`src/rtl/alu_8bit_if.sv`:
```
// Operand/opcode/result bundle between the bench (master) and the ALU (slave).
interface alu_8bit_if #(
    parameter int WIDTH = 8
);
    logic [WIDTH-1:0] A;
    logic [WIDTH-1:0] B;
    logic [3:0]       ALU_Sel;
    logic [WIDTH-1:0] ALU_Out;
    logic             CarryOut;

    modport master (
        output A,
        output B,
        output ALU_Sel,
        input  ALU_Out,
        input  CarryOut
    );

    modport slave (
        input  A,
        input  B,
        input  ALU_Sel,
        output ALU_Out,
        output CarryOut
    );
endinterface

```
`src/rtl/alu_8bit.sv`:
```
// 16-operation ALU: operands and opcode sampled every rising edge,
// result and carry/borrow flag registered one cycle later.
module alu_8bit #(
    parameter int WIDTH = 8
) (
    input  logic        clk,
    input  logic        rst,
    alu_8bit_if.slave   bus
);

    localparam logic [3:0] OP_ADD  = 4'b0000;
    localparam logic [3:0] OP_SUB  = 4'b0001;
    localparam logic [3:0] OP_MUL  = 4'b0010;
    localparam logic [3:0] OP_DIV  = 4'b0011;
    localparam logic [3:0] OP_SHL  = 4'b0100;
    localparam logic [3:0] OP_SHR  = 4'b0101;
    localparam logic [3:0] OP_ROL  = 4'b0110;
    localparam logic [3:0] OP_ROR  = 4'b0111;
    localparam logic [3:0] OP_AND  = 4'b1000;
    localparam logic [3:0] OP_OR   = 4'b1001;
    localparam logic [3:0] OP_XOR  = 4'b1010;
    localparam logic [3:0] OP_NOR  = 4'b1011;
    localparam logic [3:0] OP_NAND = 4'b1100;
    localparam logic [3:0] OP_XNOR = 4'b1101;
    localparam logic [3:0] OP_GT   = 4'b1110;
    localparam logic [3:0] OP_EQ   = 4'b1111;

    logic [WIDTH:0]     w_sum;
    logic [WIDTH:0]     w_diff;
    logic [2*WIDTH-1:0] w_prod;
    logic [WIDTH-1:0]   w_quot;
    logic [WIDTH-1:0]   w_result;
    logic               w_carry;

    logic [WIDTH-1:0]   r_alu_out;
    logic               r_carry_out;

    // Wide arithmetic terms; bit WIDTH of the difference is the borrow.
    always_comb begin
        w_sum  = {1'b0, bus.A} + {1'b0, bus.B};
        w_diff = {1'b0, bus.A} - {1'b0, bus.B};
        w_prod = {{WIDTH{1'b0}}, bus.A} * {{WIDTH{1'b0}}, bus.B};
        w_quot = (bus.B == '0) ? {WIDTH{1'b1}} : (bus.A / bus.B);
    end

    // Opcode decode into the next result and flag; only ADD/SUB drive the flag.
    always_comb begin
        w_result = '0;
        w_carry  = 1'b0;
        case (bus.ALU_Sel)
            OP_ADD: begin
                w_result = w_sum[WIDTH-1:0];
                w_carry  = w_sum[WIDTH];
            end
            OP_SUB: begin
                w_result = w_diff[WIDTH-1:0];
                w_carry  = w_diff[WIDTH];
            end
            OP_MUL:  w_result = w_prod[WIDTH-1:0];
            OP_DIV:  w_result = w_quot;
            OP_SHL:  w_result = {bus.A[WIDTH-2:0], 1'b0};
            OP_SHR:  w_result = {1'b0, bus.A[WIDTH-1:1]};
            OP_ROL:  w_result = {bus.A[WIDTH-2:0], bus.A[WIDTH-1]};
            OP_ROR:  w_result = {bus.A[0], bus.A[WIDTH-1:1]};
            OP_AND:  w_result = bus.A & bus.B;
            OP_OR:   w_result = bus.A | bus.B;
            OP_XOR:  w_result = bus.A ^ bus.B;
            OP_NOR:  w_result = ~(bus.A | bus.B);
            OP_NAND: w_result = ~(bus.A & bus.B);
            OP_XNOR: w_result = ~(bus.A ^ bus.B);
            OP_GT:   w_result = {{(WIDTH-1){1'b0}}, (bus.A > bus.B)};
            OP_EQ:   w_result = {{(WIDTH-1){1'b0}}, (bus.A == bus.B)};
            default: begin
                w_result = '0;
                w_carry  = 1'b0;
            end
        endcase
    end

    // Output register; reset clears it asynchronously and drops any in-flight result.
    always_ff @(posedge clk or posedge rst) begin
        if (rst) begin
            r_alu_out   <= '0;
            r_carry_out <= 1'b0;
        end else begin
            r_alu_out   <= w_result;
            r_carry_out <= w_carry;
        end
    end

    assign bus.ALU_Out  = r_alu_out;
    assign bus.CarryOut = r_carry_out;

endmodule

```
`src/flat_wrapper.sv`:
```
// flat-port wrapper written by rule: the top's interface ports become plain ports
module alu_8bit_flat 
#(
    parameter int WIDTH = 8
)
  (clk, rst, bus_A, bus_B, bus_ALU_Sel, bus_ALU_Out, bus_CarryOut);
  alu_8bit_if #(.WIDTH(WIDTH)) bus_i ();
  input  logic clk;
  input  logic rst;
  input wire logic [$bits(bus_i.A)-1:0] bus_A;
  input wire logic [$bits(bus_i.B)-1:0] bus_B;
  input wire logic [$bits(bus_i.ALU_Sel)-1:0] bus_ALU_Sel;
  output wire logic [$bits(bus_i.ALU_Out)-1:0] bus_ALU_Out;
  output wire logic [$bits(bus_i.CarryOut)-1:0] bus_CarryOut;
  assign bus_i.A = bus_A;
  assign bus_i.B = bus_B;
  assign bus_i.ALU_Sel = bus_ALU_Sel;
  assign bus_ALU_Out = bus_i.ALU_Out;
  assign bus_CarryOut = bus_i.CarryOut;
  alu_8bit #(.WIDTH(WIDTH)) u_core (.clk(clk), .rst(rst), .bus(bus_i));
endmodule
```
`config.mk`:
```
export PLATFORM = sky130hd
export DESIGN_NAME = alu_8bit_flat
export DESIGN_NICKNAME = d
export VERILOG_FILES = /design/src/rtl/alu_8bit_if.sv /design/src/rtl/alu_8bit.sv /design/src/flat_wrapper.sv
export SDC_FILE = /design/constraint.sdc
export NUM_CORES = 1
export LEC_CHECK = 0
export CORE_UTILIZATION = 40
export DETAILED_ROUTE_END_ITERATION = 16
export PLACE_DENSITY_LB_ADDON = 0.12
export RECOVER_POWER = 25
export SETUP_SLACK_MARGIN = 0.5
export SLEW_MARGIN = 5
export SYNTH_ARGS = -nofsm -noshare
export SYNTH_HDL_FRONTEND = slang
export SYNTH_SLANG_ARGS = --single-unit
```
`constraint.sdc`:
```
create_clock -name clk -period 0.8 [get_ports clk]
set_input_delay 0.12 -clock clk [delete_from_list [all_inputs] [get_ports clk]]
set_output_delay 0.12 -clock clk [all_outputs]
set_load 0.01 [all_outputs]
```
==> reports/metrics.yaml <==
status: "finished, violations left"
violations: "setup timing"
yosys_warnings: 0
via_per_inst: 5.88
die_w_um: 106
stdcell_area_sq_um: 7690
ioPinCount: 31
antenna_left: 0
critPathKind: "input pin to flop"
fmax_ghz: 0.0981
synth-seq-cells: 9
synth_area_sq_um: 4340
synth_nets: 695
cp_slowest_cell: "or4_4"
layout_min_cycle_time_ns: 10.19
overflow: 0
power.density_nw_per_um2: 1010
die_h_um: 106
layout.cells.non_filler: 1007
detail_route.first_pass.iterations: 5
fin_setup_tns_ns: -47.97
synth_top_area_frac: 0.228
numCtsBuffers: 3
rsz0062_at_grt: "yes"
wire_per_inst_um: 20.8
leakagePower_nw: 3.60
track_usage: 0.345
timing.final.ws_setup_ns: -9.39
num-fill-cells: 740
hold_buffers: 0
start_util: 0.416
arrival_ns: 10.31
coreArea_sq_um: 10400
hold_ws_ns: 0.296
synth-edff-count: 0
io_buffers: 30
dieArea_sq_um: 11300
routed_wl_um: 21000
finalCoreUtilization: 0.738
cts_root_buffer: "clkbuf_8"
synth_cells: 580
slowest_delay_ns: 0.54
area_growth_pct: 77.3
grt_pass1_vias: 5935
post-place-cells: 911
drive_gt1_frac: 0.489
yosysSeqAreaShare: 0.0519
cp-start-kind: "input pin"
maxSlewHeadroom: 0.556
num_antenna_cells: 0
power_mw: 7.77
ys.flop_type: "dfrtp_1"
drt-initial-drc-count: 363
synth.avg_cell_area_sq_um: 7.48
grt_max_degree: 17
antenna_found_initial: 0
peakVddDrop_v: 0.000688
clock-sinks: 9
drc: 0
worst_slew_pin_slew_ns: 0.649
finalSetupViolCount: 18
finalCritPeriodShare: 12.7
hold_violations: 0
num_vias: 5925
place_congestion: 1.02
synth_cell_types: 72
hold_class: "input pin to async pin"
dpl_cell_area_sq_um: 6290
worst-path-max-fanout: 7
clockBufferDepth: 2
preCtsSetupSlack_ns: -9.61
num-nets-final: 987
tritoncts: "yes"
clk_pin_slew_worst_paths_ns: 0.04
htree_levels: 1
fp-row-count: 37
netlist.top_cell.by_area: "ha_1"
required_ns: 0.92
cap_violations: 0
grt_pass1_wl_um: 30100
postSynth.asyncResetShare: 1.00
synth.area.top_cells: "ha_1, fa_1, dfrtp_1, nor2_1, xnor2_1"
hpwl_um: 13300
final-max-slew-violation-count: 0
cp-end-kind: "flop"
-- routing by layer --
metal / track usage / routed length (um)
met3: 0.0650 / 1800
met5: 0 / 0
met2: 0.579 / 9670
met1: 0.409 / 8070
met4: 0.197 / 1420
-- cell type report --
class | count | area [sq um] | area share
Inverter | 55 | 226 | 0.0295
Clock buffer | 4 | 45.0 | 0.00586
Tap cell | 136 | 170 | 0.0221
Timing Repair Buffer | 315 | 2610 | 0.339
Multi-Input combinational cell | 488 | 4420 | 0.574
Sequential cell | 9 | 225 | 0.0293
-- path summary, 6_finish.rpt --
check	start	end	slack [ns]	depth (start not counted)
setup / recovery	bus_B[6]	u_core.bus.ALU_Out[0]$_DFF_PP0_	-9.39	52
hold / removal	rst	u_core.bus.ALU_Out[5]$_DFF_PP0_	0.30	2
max in group asynchronous	rst	u_core.bus.ALU_Out[0]$_DFF_PP0_	0.28	2
min in group clk	bus_B[7]	u_core.bus.CarryOut$_DFF_PP0_	0.68	5
-- cells by family after synthesis --
family | synth area share
buf+inv | 0.0730
mux | 0.0511
fa+ha+maj | 0.292
flops | 0.0519
simple gates | 0.194
xor+xnor | 0.0727
compound gates | 0.264
-- cells in the mapped netlist, types with 9 or more instances --
master and count:
o21ai_0 33, inv_1 54, a21oi_1 36, nor2_1 57, fa_1 14, xnor2_1 24
dfrtp_1 9, xor2_1 12, nand2_1 47, ha_1 79, mux2i_1 9, nor3_1 11
clkbuf_1 22
-- power by group --
part           internal, mW  total [mW]  leakage [nW]  switching [mW]
combinational          3.39        6.69          3.46            3.30
clock                 0.348       0.538        0.0228           0.190
sequential            0.525       0.542         0.113          0.0172
total                  4.26        7.77          3.60            3.50
-- registers in the layout, indices dropped and copies added (netlist names) --
name and count:
u_core.bus.CarryOut 1, u_core.bus.ALU_Out 8
-- timing repair --
item | in CTS | in global routing
setup buffers | 65 | 27
pin swaps | 83 | 61
gates resized for setup | 154 | 77
setup endpoints to repair | 27 | 27
-- cells in the final DEF (no fill, tap or decap), types with 8 or more instances in the layout --
cell type / synthesis / routed
nor2_1: 57 / 43
o21ai_0: 33 / 18
ha_1: 79 / 61
xor2_1: 12 / 12
nand2_1: 47 / 45
inv_1: 54 / 42
fa_1: 14 / 11
xnor2_1: 24 / 24
a21oi_2: 2 / 8
nor3_1: 11 / 11
buf_6: 0 / 34
ha_4: 0 / 15
nand2b_1: 8 / 8
nor2_2: 0 / 9
clkdlybuf4s50_1: 0 / 9
dfrtp_1: 9 / 9
buf_4: 1 / 245
a21oi_1: 36 / 23
buf_2: 1 / 10
-- critical path: cells and delay by family --
family          cells  cell delay, ns
fa+ha+maj           7            1.92
simple gates       15            3.23
compound gates     26            4.44
buf+inv             3            0.41
mux                 1            0.15
Note: power is estimated with default switching activity, not from simulation.
